$ cat config.mk
export PLATFORM = sky130hd
export DESIGN_NAME = dcache_controller
export DESIGN_NICKNAME = d
export VERILOG_FILES = /design/src/rtl/dcache_pkg.sv /design/src/rtl/dcache_sram.sv /design/src/rtl/dcache_controller.sv
export SDC_FILE = /design/constraint.sdc
export NUM_CORES = 2
export LEC_CHECK = 0
export ABC_AREA = 1
export CAP_MARGIN = 40
export CELL_PAD_IN_SITES_DETAIL_PLACEMENT = 1
export CELL_PAD_IN_SITES_GLOBAL_PLACEMENT = 1
export CORE_ASPECT_RATIO = 2
export CORE_UTILIZATION = 40
export CTS_BUF_LIST = sky130_fd_sc_hd__clkbuf_4 sky130_fd_sc_hd__clkbuf_8
export CTS_CLUSTER_DIAMETER = 200
export DETAILED_ROUTE_END_ITERATION = 8
export PLACE_DENSITY_LB_ADDON = 0.1
export SYNTH_ARGS = -nofsm -noshare
export SYNTH_HDL_FRONTEND = slang
export SYNTH_MEMORY_MAX_BITS = 65536
export SYNTH_SLANG_ARGS = --single-unit
export TNS_END_PERCENT = 10
$ cat constraint.sdc
create_clock -name clk_i -period 4.72 [get_ports clk_i]
set_input_delay 0.944 -clock clk_i [delete_from_list [all_inputs] [get_ports clk_i]]
set_output_delay 0.944 -clock clk_i [all_outputs]
set_load 0.02 [all_outputs]
$ cat src/rtl/dcache_pkg.sv
// Shared types and sizing helpers for the L1 data cache controller.
package dcache_pkg;

  localparam int unsigned ADDR_W     = 32;
  localparam int unsigned WORD_W     = 32;
  localparam int unsigned LINE_BITS  = 256;
  localparam int unsigned WORD_SEL_W = 3;
  localparam int unsigned OFFSET_W   = 5;

  typedef enum logic [1:0] {IDLE, WRITEBACK, ALLOCATE, REFILL} state_t;

  // Memory-side request payload
  typedef struct packed {
    logic                 enable;
    logic                 write;
    logic [ADDR_W-1:0]    addr;
    logic [LINE_BITS-1:0] data;
  } mem_req_t;

  function automatic int unsigned index_w(input int unsigned lines);
    return $clog2(lines);
  endfunction

  function automatic int unsigned tag_w(input int unsigned lines);
    return ADDR_W - OFFSET_W - $clog2(lines);
  endfunction

endpackage

$ cat src/rtl/dcache_sram.sv
// Tag/valid/dirty/data storage: combinational read by index, synchronous
// full-line refill or single-word merge.
module dcache_sram
  import dcache_pkg::*;
#(
  parameter int unsigned LINES = 16,
  parameter int unsigned IDX_W = 4,
  parameter int unsigned TAG_W = 23
) (
  input  logic                  clk_i,
  input  logic                  rst_i,
  input  logic [IDX_W-1:0]      index,
  output logic                  rd_valid,
  output logic                  rd_dirty,
  output logic [TAG_W-1:0]      rd_tag,
  output logic [LINE_BITS-1:0]  rd_data,
  input  logic                  fill_en,
  input  logic [TAG_W-1:0]      fill_tag,
  input  logic [LINE_BITS-1:0]  fill_data,
  input  logic                  merge_en,
  input  logic [WORD_SEL_W-1:0] merge_sel,
  input  logic [WORD_W-1:0]     merge_word
);

  logic [LINES-1:0]     valid_q;
  logic [LINES-1:0]     dirty_q;
  logic [TAG_W-1:0]     tag_q  [LINES];
  logic [LINE_BITS-1:0] data_q [LINES];

  assign rd_valid = valid_q[index];
  assign rd_dirty = dirty_q[index];
  assign rd_tag   = tag_q[index];
  assign rd_data  = data_q[index];

  // Only the state bits are cleared; stale tags/data are masked by valid
  always_ff @(posedge clk_i) begin
    if (rst_i) begin
      valid_q <= '0;
      dirty_q <= '0;
    end else if (fill_en) begin
      valid_q[index] <= 1'b1;
      dirty_q[index] <= 1'b0;
    end else if (merge_en) begin
      dirty_q[index] <= 1'b1;
    end
  end

  always_ff @(posedge clk_i) begin
    if (fill_en) begin
      tag_q[index]  <= fill_tag;
      data_q[index] <= fill_data;
    end else if (merge_en) begin
      data_q[index][{merge_sel, 5'b0} +: WORD_W] <= merge_word;
    end
  end

endmodule

$ cat src/rtl/dcache_controller.sv
// Direct-mapped write-back/write-allocate L1 D-cache: hit logic, miss FSM
// and memory-side muxing around dcache_sram.
module dcache_controller #(
  parameter int unsigned LINES     = 16,
  parameter int unsigned LINE_BITS = 256
) (
  input  logic                 clk_i,
  input  logic                 rst_i,
  input  logic [31:0]          cpu_addr_i,
  input  logic                 cpu_MemRead_i,
  input  logic                 cpu_MemWrite_i,
  input  logic [31:0]          cpu_data_i,
  output logic [31:0]          cpu_data_o,
  output logic                 cpu_stall_o,
  output logic [31:0]          mem_addr_o,
  output logic                 mem_enable_o,
  output logic                 mem_write_o,
  output logic [LINE_BITS-1:0] mem_data_o,
  input  logic [LINE_BITS-1:0] mem_data_i,
  input  logic                 mem_ack_i
);

  import dcache_pkg::*;

  localparam int unsigned IDX_W = index_w(LINES);
  localparam int unsigned TAG_W = tag_w(LINES);

  state_t state_q, state_d;
  mem_req_t mem_req;

  logic [IDX_W-1:0]      req_index;
  logic [TAG_W-1:0]      req_tag;
  logic [WORD_SEL_W-1:0] req_word;
  logic                  req_active;
  logic                  hit;
  logic                  rd_valid, rd_dirty;
  logic [TAG_W-1:0]      rd_tag;
  logic [LINE_BITS-1:0]  rd_data;
  logic                  fill_en, merge_en;
  logic                  unused_byte_bits;

  assign req_index        = cpu_addr_i[OFFSET_W +: IDX_W];
  assign req_tag          = cpu_addr_i[ADDR_W-1 -: TAG_W];
  assign req_word         = cpu_addr_i[OFFSET_W-1:2];
  assign unused_byte_bits = ^cpu_addr_i[1:0];
  assign req_active       = cpu_MemRead_i | cpu_MemWrite_i;
  assign hit              = rd_valid && (rd_tag == req_tag);

  dcache_sram #(
    .LINES(LINES),
    .IDX_W(IDX_W),
    .TAG_W(TAG_W)
  ) u_sram (
    .clk_i     (clk_i),
    .rst_i     (rst_i),
    .index     (req_index),
    .rd_valid  (rd_valid),
    .rd_dirty  (rd_dirty),
    .rd_tag    (rd_tag),
    .rd_data   (rd_data),
    .fill_en   (fill_en),
    .fill_tag  (req_tag),
    .fill_data (mem_data_i),
    .merge_en  (merge_en),
    .merge_sel (req_word),
    .merge_word(cpu_data_i)
  );

  always_ff @(posedge clk_i) begin
    if (rst_i) state_q <= IDLE;
    else       state_q <= state_d;
  end

  // Next state, stall, lookup result and memory request
  always_comb begin
    state_d     = state_q;
    mem_req     = '0;
    cpu_stall_o = 1'b1;
    cpu_data_o  = '0;
    fill_en     = 1'b0;
    merge_en    = 1'b0;
    unique case (state_q)
      IDLE: begin
        cpu_stall_o = req_active && !hit;
        if (req_active && hit) begin
          // A simultaneous read+write resolves as a store
          if (cpu_MemWrite_i) merge_en = 1'b1;
          else                cpu_data_o = rd_data[{req_word, 5'b0} +: WORD_W];
        end else if (req_active) begin
          state_d = (rd_valid && rd_dirty) ? WRITEBACK : ALLOCATE;
        end
      end
      WRITEBACK: begin
        mem_req.enable = 1'b1;
        mem_req.write  = 1'b1;
        mem_req.addr   = {rd_tag, req_index, OFFSET_W'(0)};
        mem_req.data   = rd_data;
        if (mem_ack_i) state_d = ALLOCATE;
      end
      ALLOCATE: begin
        mem_req.enable = 1'b1;
        mem_req.addr   = {req_tag, req_index, OFFSET_W'(0)};
        if (mem_ack_i) begin
          fill_en = 1'b1;
          state_d = REFILL;
        end
      end
      REFILL: state_d = IDLE;
      default: state_d = IDLE;
    endcase
  end

  assign mem_enable_o = mem_req.enable;
  assign mem_write_o  = mem_req.write;
  assign mem_addr_o   = mem_req.addr;
  assign mem_data_o   = mem_req.data;

endmodule

==> flow_summary.yaml <==
status:
  run_status: "complete, but fails checks"
  violated_checks: "setup timing"
job:
  drv.max_cap_violation_count: 0
clocking:
  clock_latency_ns: 1.17
  clock_path_buffers: 4
  tritoncts.num_buffers: 640
  cts_tree: "yes"
  cts.clk_slew.worst_paths_ns: 0.07
  cts_hold_buffers: 0
  cts.htree.levels: 6
  cts.root.buffer_cell: "sky130_fd_sc_hd__clkbuf_8"
  numClockSinks: 4498
setup_path:
  critPathMaxStageDelay_ns: 0.82
  worst_reg_to_reg_setup_slack_ns: -0.10
  arrival_time_of_data_at_the_critical_path_endpoint_ns: 4.20
  cp.required_ns: 3.78
  startpoint_type: "input port"
  worstSetupEndpointType: "primary output"
  worst_setup_path_endpoint: "cpu_data_o[1]"
  crit_start: "cpu_addr_i[6]"
  ff2ff_path_depth: 36
  worst_reg2reg_path_startpoint: "u_sram.tag_q[8][9]$_DFFE_PP_"
  r2r_end: "u_sram.data_q[11][18]$_DFFE_PP_"
  worstPathCellList: "buf_12 > buf_12 > nor2_4 > buf_12 > buf_16 > buf_12 > buf_16 > buf_6 > buf_6 > a22oi_1 > a21oi_1 > or3_4 > inv_2 > o211ai_1 > nand2_1 > nor2_1 > buf_4"
  cp_max_fo: 7
  critical_path_class: "in2out"
  critical_path.slowest_cell: "sky130_fd_sc_hd__o211ai_1"
  critical_path.most_common_cell: "sky130_fd_sc_hd__buf_12"
timing:
  setup_violations: 4172
  fin_ws_ns: -0.423
  clock.fmax_mhz: 194
  unrepaired_setup_endpoints_after_global_routing: "yes"
  slew_viol_final: 0
  clock-skew-final_ns: 0.0623
  layout_worst_path_cycle_share_pct: 109
  worst_slew_pin_slew_ns: 1.03
  slew_headroom_pct: 30.8
  min_period_ns: 5.14
  timing_hold_violations_final: 0
final_layout:
  final_core_utilization_pct: 52.2
  fin_nets: 15500
  area_used_by_multi_input_combinational_logic_um2: 38800
  layout.cell_area.non_filler_um2: 229000
  drive_gt1_share_pct: 25.9
  seqCellArea_um2: 135000
  num-fill-cells: 42700
  syn2layout_area_growth_pct: 29.8
synthesis:
  ys_seq_elements: 4498
  syn-instance-count: 12500
  yosys_warnings: 0
  synth_edf_count: 4464
  post_synth_most_frequent_cells: "sky130_fd_sc_hd__edfxtp_1 (4464), sky130_fd_sc_hd__nand2_1 (2400), sky130_fd_sc_hd__a22oi_1 (2049)"
  synth_top_flop_cell: "sky130_fd_sc_hd__edfxtp_1"
  synth_cell_types: 37
  synth.cell_area_um2: 176000
  seq_area_frac_synth_pct: 76.4
  synth_largest_area_cell: "sky130_fd_sc_hd__edfxtp_1"
  synth.avg_cell_area_um2: 14.1
  async_flop_share_pct: 0
  most_frequent_cell_after_synthesis: "sky130_fd_sc_hd__edfxtp_1"
  synth_top_area_share_pct: 76.0
  synth.top_cells.by_area: "sky130_fd_sc_hd__edfxtp_1 (76%), sky130_fd_sc_hd__a22oi_1 (8.7%), sky130_fd_sc_hd__nand2_1 (5.1%), sky130_fd_sc_hd__a21oi_1 (2.5%), sky130_fd_sc_hd__clkbuf_1 (1.3%)"
power:
  p_leak_nw: 81.1
  power-per-cell-area_nw_per_um2: 388
  ir_worst_vdd_uv: 466
routing:
  remaining_number_of_nets_flagged_by_the_antenna_check_after_routing: 0
  drt_iter0_drc: 15700
  first_drt_pass_iteration_count: 8
  drc: 0
  wl_per_cell_um: 37.7
  routed-via-count: 131000
  via_density_per_instance: 6.11
  drt_wl_total_um: 808000
global_route:
  grtUsageTotal_pct: 35.6
  grt_overflow_total: 0
  initial_antenna_violation_count: 42
  grt_pass1_wl_um: 1090000
  grt_start_max_net_pins: 99
  number_of_global_route_vias_before_repair: 133000
placed_design:
  place.port_buffers: 640
  gp_routability_congestion: 0.979
  placement.cell_area_um2: 211000
  hpwlAfterDp_um: 559000
die:
  ioPinCount: 648
  die_area_um2: 444000
  initial_utilization_pct: 40.2
  core_region_area_um2: 439000
  rows: 344
  chipWidth_um: 471
  die_height_um: 941
hold_path:
  worstHoldPathType: "reg2reg"
[cell families (layout without fill, tap and decap cells)]
group                    after synthesis  in the layout  synth area share, %
flip-flops                          4498           4498                 76.4
AND/OR/NAND/NOR                     3671           3671                 8.87
AO/OA/AOI/OAI                       3071           3071                 11.8
buffers and inverters               1268           4426                 2.87
adder cells (fa/ha/maj)                9              9               0.0639
other                                  1             42              0.00213
[critical path, delay by kind of cell]
family,cells,cell delay (ns)
AND/OR/NAND/NOR,4,0.72
buffers and inverters,10,1.35
AO/OA/AOI/OAI,3,1.04
[layout by cell type (no fill, tap or decap), types with 52 or more instances in the layout]
| cell type | count |
|---|---|
| sky130_fd_sc_hd__edfxtp_1 | 4464 |
| sky130_fd_sc_hd__nand2_1 | 2350 |
| sky130_fd_sc_hd__a22oi_1 | 1993 |
| sky130_fd_sc_hd__buf_4 | 1519 |
| sky130_fd_sc_hd__a21oi_1 | 819 |
| sky130_fd_sc_hd__buf_12 | 726 |
| sky130_fd_sc_hd__clkbuf_8 | 653 |
| sky130_fd_sc_hd__nor2_1 | 446 |
| sky130_fd_sc_hd__clkdlybuf4s50_1 | 437 |
| sky130_fd_sc_hd__nand4_1 | 327 |
| sky130_fd_sc_hd__inv_1 | 214 |
| sky130_fd_sc_hd__clkbuf_4 | 187 |
| sky130_fd_sc_hd__inv_2 | 162 |
| sky130_fd_sc_hd__clkinv_1 | 151 |
| sky130_fd_sc_hd__buf_6 | 92 |
| sky130_fd_sc_hd__nor4_1 | 72 |
| sky130_fd_sc_hd__a21oi_2 | 67 |
| sky130_fd_sc_hd__nand3_1 | 65 |
| sky130_fd_sc_hd__clkinv_2 | 64 |
| sky130_fd_sc_hd__nor4_2 | 61 |
| sky130_fd_sc_hd__or2_2 | 57 |
| sky130_fd_sc_hd__nor3_1 | 57 |
| sky130_fd_sc_hd__a22oi_2 | 56 |
| sky130_fd_sc_hd__o211ai_1 | 52 |
[area by class of cell]
type	instances	area share [%]
antenna	37	0.0405
multi-input combinational	6756	17.0
timing repair buffer	2905	14.8
clock inverter	282	0.924
sequential	4498	58.9
tap	5709	3.12
clock buffer	840	4.54
inverter	399	0.709
[flip-flops by register name (all words and copies together) (netlist names), named ones only]
name / flops
state_q: 2
u_sram.data_q: 4096
u_sram.valid_q: 16
u_sram.tag_q: 368
[repair_timing]
| item | in CTS | in global routing |
|---|---|---|
| setup buffers | 149 | 12 |
| gates cloned | 21 | 3 |
| pin swaps | 111 | 36 |
| gates resized for setup | 620 | 133 |
| endpoints found under the setup margin | 227 | 4190 |
[routing by layer]
| layer | up-vias | track usage [%] | wire (um) |
|---|---|---|---|
| met3 | 1815 | 8.07 | 74300 |
| met5 | - | 0 | 184 |
| met1 | 68300 | 42.1 | 286000 |
| met4 | 24 | 25.9 | 68000 |
| li1 | 53300 | - | - |
| met2 | 7537 | 57.1 | 379000 |
[how the worst min path moves through the flow]
stage / from / end / slack [ns] / depth (start not counted)
floorplan: u_sram.valid_q[0]$_SDFFE_PP0P_ / u_sram.valid_q[0]$_SDFFE_PP0P_ / 0.43 / 2
global placement: u_sram.valid_q[12]$_SDFFE_PP0P_ / u_sram.valid_q[12]$_SDFFE_PP0P_ / 0.44 / 2
detailed placement: u_sram.valid_q[12]$_SDFFE_PP0P_ / u_sram.valid_q[12]$_SDFFE_PP0P_ / 0.45 / 2
CTS: u_sram.valid_q[12]$_SDFFE_PP0P_ / u_sram.valid_q[12]$_SDFFE_PP0P_ / 0.46 / 2
global route: flop / flop / 0.48 / 2
finish: flop / flop / 0.46 / 2
[metrics by stage]
stage               instances  hold slack, ns  setup TNS, ns  power, mW  worst slack, ns
floorplan               12500           0.431              0       49.6            0.241
global placement        20100           0.440       -3199.91       57.2            -1.82
detailed placement      20100           0.452       -3001.74       57.3            -1.62
CTS                     21400           0.463          -7.15       88.8           -0.308
global route            21400           0.479        -793.78       90.7           -0.354
finish                  21400           0.458        -711.26       88.8           -0.423
[power breakdown]
part | leakage, nW | switching [mW] | internal, mW
clock network | 6.58 | 15.5 | 15.9
registers | 40.4 | 0.126 | 44.4
logic | 34.1 | 8.25 | 4.57
Power figures use the tool's default switching activity.
